[src/rtl/set_bit_scanner64.sv]
// set_bit_scanner64
// Accepts one WIDTH-bit word over a valid/ready handshake and emits the index
// of every set bit, one index per output beat. An all-zero word yields a single
// beat flagged out_none. Every output is a register; no input reaches an output
// without passing through a flop.
//
// Build option: define SCANNER_MSB_FIRST_EN to emit indices highest-first
// instead of lowest-first. Ports, latency and zero-word handling do not change.
//
// state | meaning
// ------+---------------------------------------------------------------
// IDLE  | in_ready=1, waiting for a word; outputs quiet
// SCAN  | out_valid=1, presenting the selected set bit of mask_q

module set_bit_scanner64 #(
    parameter int WIDTH = 64,
    parameter int IDXW  = 6
) (
    input  logic             clk,
    input  logic             reset,
    input  logic             in_valid,
    output logic             in_ready,
    input  logic [WIDTH-1:0] in_data,
    output logic             out_valid,
    input  logic             out_ready,
    output logic [IDXW-1:0]  out_idx,
    output logic             out_last,
    output logic             out_none
);

    typedef enum logic {
        ST_IDLE = 1'b0,
        ST_SCAN = 1'b1
    } state_t;

    localparam logic [WIDTH-1:0] ONE = WIDTH'(1);

    if (WIDTH != (1 << IDXW)) begin : g_param_check
        $error("set_bit_scanner64: WIDTH must equal 2**IDXW");
    end

    state_t            state_q, state_d;
    logic [WIDTH-1:0]  mask_q, mask_d;
    logic              in_ready_q;
    logic              out_valid_q;
    logic [IDXW-1:0]   out_idx_q;
    logic              out_last_q;
    logic              out_none_q;

    // Selected bit of a mask: lowest set bit by default, highest when the
    // descending order is built in. Returns 0 for an empty mask.
    function automatic logic [IDXW-1:0] pick_index(input logic [WIDTH-1:0] m);
        logic [IDXW-1:0] idx;
        idx = '0;
`ifdef SCANNER_MSB_FIRST_EN
        for (int i = 0; i < WIDTH; i++) begin
            if (m[i]) idx = IDXW'(i);
        end
`else
        for (int i = WIDTH - 1; i >= 0; i--) begin
            if (m[i]) idx = IDXW'(i);
        end
`endif
        return idx;
    endfunction

    // True when at most one bit of the mask is set (clearing the lowest set
    // bit leaves nothing behind).
    function automatic logic at_most_one(input logic [WIDTH-1:0] m);
        return ((m & (m - ONE)) == '0);
    endfunction

    // Next state and next mask: capture on accept, clear the presented bit on
    // each completed beat, and leave SCAN after the last beat.
    always_comb begin
        state_d = state_q;
        mask_d  = mask_q;
        case (state_q)
            ST_IDLE: begin
                if (in_valid && in_ready_q) begin
                    mask_d  = in_data;
                    state_d = ST_SCAN;
                end
            end
            ST_SCAN: begin
                if (out_ready) begin
                    // Clearing bit 0 of an empty mask is harmless, so the zero
                    // word needs no special case here.
                    mask_d = mask_q & ~(ONE << out_idx_q);
                    if (out_last_q) begin
                        state_d = ST_IDLE;
                    end
                end
            end
            default: begin
                state_d = ST_IDLE;
            end
        endcase
    end

    // State, mask and registered outputs; outputs are precomputed from the
    // next state and next mask so they stay aligned with the registers.
    always_ff @(posedge clk) begin
        if (reset) begin
            state_q     <= ST_IDLE;
            mask_q      <= '0;
            in_ready_q  <= 1'b0;
            out_valid_q <= 1'b0;
            out_idx_q   <= '0;
            out_last_q  <= 1'b0;
            out_none_q  <= 1'b0;
        end else begin
            state_q     <= state_d;
            mask_q      <= mask_d;
            in_ready_q  <= (state_d == ST_IDLE);
            out_valid_q <= (state_d == ST_SCAN);
            if (state_d == ST_SCAN) begin
                out_idx_q  <= pick_index(mask_d);
                out_last_q <= at_most_one(mask_d);
                out_none_q <= (mask_d == '0);
            end else begin
                out_idx_q  <= '0;
                out_last_q <= 1'b0;
                out_none_q <= 1'b0;
            end
        end
    end

    assign in_ready  = in_ready_q;
    assign out_valid = out_valid_q;
    assign out_idx   = out_idx_q;
    assign out_last  = out_last_q;
    assign out_none  = out_none_q;

endmodule

[config.mk]
export PLATFORM = sky130hd
export DESIGN_NAME = set_bit_scanner64
export DESIGN_NICKNAME = d
export VERILOG_FILES = /design/src/rtl/set_bit_scanner64.sv
export SDC_FILE = /design/constraint.sdc
export NUM_CORES = 1
export LEC_CHECK = 0
export CORE_ASPECT_RATIO = 0.7
export CORE_MARGIN = 10
export CORE_UTILIZATION = 55
export CTS_BUF_LIST = sky130_fd_sc_hd__clkbuf_8 sky130_fd_sc_hd__clkbuf_16
export DETAILED_ROUTE_END_ITERATION = 16
export HOLD_SLACK_MARGIN = 0.02
export PLACE_DENSITY = 0.86
export SLEW_MARGIN = 20
export SYNTH_ARGS = -nofsm -noshare
export SYNTH_HDL_FRONTEND = slang
export SYNTH_SLANG_ARGS = --single-unit
[constraint.sdc]
create_clock -name clk -period 5.75 [get_ports clk]
set_input_delay 0.8625 -clock clk [delete_from_list [all_inputs] [get_ports clk]]
set_output_delay 0.8625 -clock clk [all_outputs]
set_load 0.01 [all_outputs]
Word-level counts from Yosys, hierarchy flattened:

Cells that the tools add are included.
W data, S select, Z words.

* register bits: 74
* latch bits: 0
* bits in writable memories: 0
* bits in read-only memories: 0
* input port bits: 68
* output and inout port bits: 10
* logic and storage cells: 98
* memories kept: 0

* add/subtract/negate cells: 1
* $mul: 0
* divide/modulo/power cells: 0
* order comparisons: 0
* equal/unequal tests: 0
* shift-type cells: 1
* multiplexer cells: 70
* bitwise operators: 5
* reductions and logical operators: 10

Operator list (count)
* $mux W6: 32
* $and A64 B64 Y64: 2
* $logic_not A64 Y1: 2
* $mux W64: 2
* $pmux W64 S2: 1
* $mux W5: 16
* $not A64 Y64: 1
* $shl A1 B6 Y64 const A: 1
* $sub A64 B1 Y64 const B: 1
* $reduce_or A34 Y1: 1
* $mux W4: 8
* $reduce_or A18 Y1: 1
* $mux W3: 4
* $reduce_or A10 Y1: 1
* $reduce_or A6 Y1: 1
* $mux W1: 4
* $mux W2: 2
* $reduce_or A4 Y1: 1
* $reduce_or A3 Y1: 1
* $not A1 Y1: 2
* $pmux W1 S2: 1
* $reduce_or A2 Y1: 1
* $logic_and A1 B1 Y1: 1

Depth between registers and ports, before layout:

* depth after elaboration: 68
* mapped depth: 15
* mapped depth without buffers: 11

Worst setup path before layout:

Ideal clock, no wire load.

* path type: input -> register
* start: in in_valid
* end: reg out_last_q, in the netlist out_last
* setup time: 0.092 ns
* arrival: 3.836 ns
* data required time: 5.658 ns
* path slack: 1.822 ns
* stages: 12
* buffers on the path: 3
* cell sequence: and3b_1 clkbuf_1 buf_4 buf_4 a21boi_1 nand4_1 nor4_4 nand4_2 o32ai_2 o2111ai_1 or4_1 nor4_1

* cells in the longest elaborated chain, start to end: 6
* elaborated cells between the ends (all ways): 10
* classes of those cells: 1 x add/sub; 4 x mux; 2 x bitwise; 3 x reduce/logical

RTL lines
* start, declared: RTL line 21 `input logic in_valid,`
* $logic_and A1 B1 Y1 *: RTL line 80 `if (in_valid && in_ready_q) begin`
* $mux W64: RTL line 80
* $pmux W64 S2: RTL line 78 `case (state_q)`
* $sub A64 B1 Y64: RTL line 70 `return ((m & (m - ONE)) == '0);`
* $and A64 B64 Y64: RTL line 70
* $logic_not A64 Y1: RTL line 70
* end signal, assigned: RTL line 119 `out_last_q <= at_most_one(mask_d);`
* end, declared: RTL line 47 `logic out_last_q;`

Mark *: on every way between the ends. The rest lies on a longest branch, timed or not.
A chain may end at the register's enable or synchronous reset.

Final worst setup path:

* start: in out_ready
* end: reg out_last_q, in the netlist out_last

* cells in the longest elaborated chain, start to end: 5
* elaborated cells between the ends (all ways): 9
* classes of those cells: 1 x add/sub; 4 x mux; 2 x bitwise; 2 x reduce/logical

RTL lines
* start, declared: RTL line 25 `input logic out_ready,`
* $mux W64: RTL line 86 `if (out_ready) begin`
* $pmux W64 S2: RTL line 78
* $sub A64 B1 Y64: RTL line 70
* $and A64 B64 Y64: RTL line 70
* $logic_not A64 Y1: RTL line 70

Several ways; a longest one is shown, not always the timed one.

==> results.md <==
- Area fraction of the dominant cell type after synthesis: 30.0%
- Average footprint of a synthesized cell: 7.95 um2
- Final core occ: 71.4%
- TritonCTS Buffers: 9
- Setup repair after global routing missed its margin: false
- Clock period minus final worst setup slack: 5.16 ns
- Worst setup path start: out_ready
- Number of buffers between clock root and the deepest sink: 2
- Global-route usage over all layers: 26.9%
- Post-DR vias/cell: 6.99
- Dominant synthesized flop cell: sky130_fd_sc_hd__dfxtp_1
- Worst relative slew slack: 48.8%
- Number of sinks driven by the clock tree: 74
- Pin count of the biggest net entering global routing: 66
- Horiz. Die Dim: 133 um
- Area enclosed by the die boundary: 13,200 um2
- Number of violations reported at the end of detailed-routing iteration 0: 809
- Clock transition at the registers of the reported paths: 0.06 ns
- Post-DP HPWL: 13,800 um
- Number of inserted diodes: 0
- Number of nets with antenna violations after detailed routing: 0
- Effective utilization at floorplan: 57.6%
- Beginning of the worst register-to-register path: out_valid
- Capturing element type of the critical path: flop
- Most instantiated cells after synthesis: 87 x sky130_fd_sc_hd__nor2_1, 74 x sky130_fd_sc_hd__dfxtp_1, 71 x sky130_fd_sc_hd__nand2_1, 48 x sky130_fd_sc_hd__o211ai_1, 36 x sky130_fd_sc_hd__o21ai_0
- Setup Viol. Count Final: 0
- Total number of vias: 5,703
- Number of instances in the synthesized netlist: 621
- Routability congestion estimate from global placement: 0.966
- Syn Std Cell Area: 4940 um2
- Total negative slack for setup checks: 0 ns
- Average detailed-routed wire length per instance: 23.1 um
- Number of nets in the layout: 760
- Count of flip-flops with a built-in enable after synthesis: 0
- Share of async-settable or async-resettable flops after synthesis: 0%
- Run status: complete, no violations
- Seq/Total Area, Yosys: 30.0%
- Hold bufs inserted after CTS: 0
- Maximum fanout count along the critical path: 10
- Count of input and output buffers: 77
- CTS root buf: sky130_fd_sc_hd__clkbuf_16
- Fin. max-slew vios: 0
- Core Rows: 28
- Vias in the first global route: 5,223
- Maximum clock frequency: 0.194 GHz
- Data required, critical path: 5.98 ns
- Ratio of final minimum period to clock period: 89.8%
- Count of distinct cell types in the synthesized netlist: 68
- R2R depth: 10
- Cell types occupying the most area after synthesis: sky130_fd_sc_hd__dfxtp_1 30%, sky130_fd_sc_hd__o211ai_1 7.3%, sky130_fd_sc_hd__nor2_1 6.6%
- Height of the die: 99.3 um
- Critical Path Start Type: input port
- Clock latency reported for the late side of the worst-skew pair: 0.34 ns
- Total setup buffers inserted after CTS: 0
- Area after detailed placement: 5790 um2
- Number of nets produced by synthesis: 689
- Clock skew after layout: 0.00500 ns
- Area growth, synth to finish: 24.0%
- Minimum setup slack among reg-to-reg paths: 1.07 ns
- Number of storage elements in the synthesis netlist: 74
- Core outline area: 8580 um2
- Max-cap violation count: 0
- Leakage power total: 0.00238 uW
- Final Hold Vio Count: 0
- Clock tree from TritonCTS: yes
- Setup CP Type: input port to flop
- Fraction of layout instances using a drive strength above 1: 10.3%
- Worst vdd ir: 0.206 mV
- Synth warnings: 0
- Remaining global-route overflow: 0
- End point of the critical path: out_last
- Detailed-routing iteration count for the pre-antenna-repair pass: 6
- Leading cell type by number of instances after synthesis: sky130_fd_sc_hd__nor2_1
- # IOs: 78
- Number of instances resized during post-cts repair: 0
- Capture instance of the worst register-to-register path: out_last
- Fin area: 6130 um2
- Placement Setup Slack: 0.454 ns
- Htree depth: 3
- Arrival time worst endpoint: 5.39 ns
- Worst min-delay path class: flop to flop
- Actual slew at the worst max-slew pin: 0.749 ns
- First-pass GRT wire length: 29,000 um
- Total wirelength of the detailed-routed design: 18,900 um
- PwrDens: 286 nW/um2
- Initial antenna violation count: 0
- Slack of the critical path: 0.588 ns
- Cell accounting for the most synthesized area: sky130_fd_sc_hd__dfxtp_1
- Number of remaining DRC errors: 0
==> cell type report <==
class	count	area (um2)
Tap cell	120	150
Multi-Input combinational cell	505	3230
Inverter	7	26.3
Fill cell	667	2460
Clock inverter	6	108
Sequential cell	74	1480
Timing Repair Buffer	95	901
Clock buffer	9	225
==> cells in the final DEF, fill, tap and decap left out, types with 4 or more instances in the layout <==
| cell | instances |
|---|---|
| sky130_fd_sc_hd__nand3_1 | 13 |
| sky130_fd_sc_hd__nor2_1 | 87 |
| sky130_fd_sc_hd__and4_1 | 4 |
| sky130_fd_sc_hd__a41oi_1 | 5 |
| sky130_fd_sc_hd__inv_1 | 8 |
| sky130_fd_sc_hd__dfxtp_1 | 74 |
| sky130_fd_sc_hd__nor4_1 | 6 |
| sky130_fd_sc_hd__o21ai_0 | 36 |
| sky130_fd_sc_hd__nand4b_1 | 7 |
| sky130_fd_sc_hd__a2bb2oi_1 | 11 |
| sky130_fd_sc_hd__and2_1 | 12 |
| sky130_fd_sc_hd__nand4_1 | 16 |
| sky130_fd_sc_hd__a21oi_1 | 19 |
| sky130_fd_sc_hd__a31oi_1 | 18 |
| sky130_fd_sc_hd__buf_4 | 18 |
| sky130_fd_sc_hd__a21boi_0 | 4 |
| sky130_fd_sc_hd__nor2b_1 | 11 |
| sky130_fd_sc_hd__nand4bb_1 | 7 |
| sky130_fd_sc_hd__o22ai_1 | 5 |
| sky130_fd_sc_hd__a21boi_1 | 24 |
| sky130_fd_sc_hd__o2111ai_1 | 6 |
| sky130_fd_sc_hd__o211ai_1 | 48 |
| sky130_fd_sc_hd__nand2_1 | 71 |
| sky130_fd_sc_hd__o21ai_1 | 4 |
| sky130_fd_sc_hd__o21a_1 | 6 |
| sky130_fd_sc_hd__a211oi_1 | 7 |
| sky130_fd_sc_hd__a21boi_2 | 14 |
| sky130_fd_sc_hd__clkdlybuf4s50_1 | 76 |
| sky130_fd_sc_hd__clkbuf_16 | 9 |
| sky130_fd_sc_hd__nor3_1 | 9 |
| sky130_fd_sc_hd__or4b_4 | 4 |
==> critical path, cell delays in order <==
cell and delay, ns:
sky130_fd_sc_hd__clkdlybuf4s50_1 0.62, sky130_fd_sc_hd__nand4b_1 0.53, sky130_fd_sc_hd__o211ai_1 0.37, sky130_fd_sc_hd__a21boi_1 0.57, sky130_fd_sc_hd__nand4_1 0.30, sky130_fd_sc_hd__nor4_4 0.59
sky130_fd_sc_hd__nand4_2 0.28, sky130_fd_sc_hd__nor4_1 0.36, sky130_fd_sc_hd__a31oi_1 0.17, sky130_fd_sc_hd__or4_1 0.43, sky130_fd_sc_hd__nor4_1 0.31
==> report_power, final <==
group	switching (uW)	total [uW]	leakage, uW	internal, uW
combinational	327	542	0.00161	215
clock	226	646	0.000167	420
sequential	21.6	561	0.000602	540
==> sequential cells by signal, indices dropped and copies added (netlist names) <==
signal and cells:
mask_q 64, out_idx 6, in_ready 1, out_last 1
out_none 1, out_valid 1
==> cells by family (layout without fill, tap and decap cells) <==
family	count (synthesis)	count (layout)	share of synthesized area (%)
AOI/OAI and AO/OA	236	236	35.7
DFF	74	74	30.0
muxes	2	2	0.405
adders and majority gates	2	2	0.405
buffers and inverters	42	117	4.56
and+or+nand+nor	265	265	29.0
==> how the worst min path moves through the flow <==
stage / start / to / slack [ns] / cells after the start
finish: mask_q[56] / mask_q[56] / 0.58 / 2
global route: mask_q[56] / mask_q[56] / 0.59 / 2
CTS: mask_q[56] / mask_q[56] / 0.57 / 2
detailed placement: mask_q[56] / mask_q[56] / 0.57 / 2
global placement: mask_q[56] / mask_q[56] / 0.54 / 2
floorplan: mask_q[56] / mask_q[56] / 0.52 / 2
==> layer usage <==
metal  GRT usage (%)  share of wire, %  vias up
li1                -                 -     2506
met1            37.6                44     2687
met2            38.7                42      463
met5               0                 0        -
met4            6.92               1.5        0
met3            8.64                12       47
==> stage by stage <==
step / std cells / power [uW] / hold WS, ns
after CTS: 816 / 1730 / 0.574
final: 816 / 1750 / 0.582
after global placement: 801 / 1080 / 0.540
after detailed placement: 801 / 1090 / 0.566
after floorplan: 621 / 911 / 0.521
after global routing: 816 / 1810 / 0.591
(Power assumes the default switching activity.)
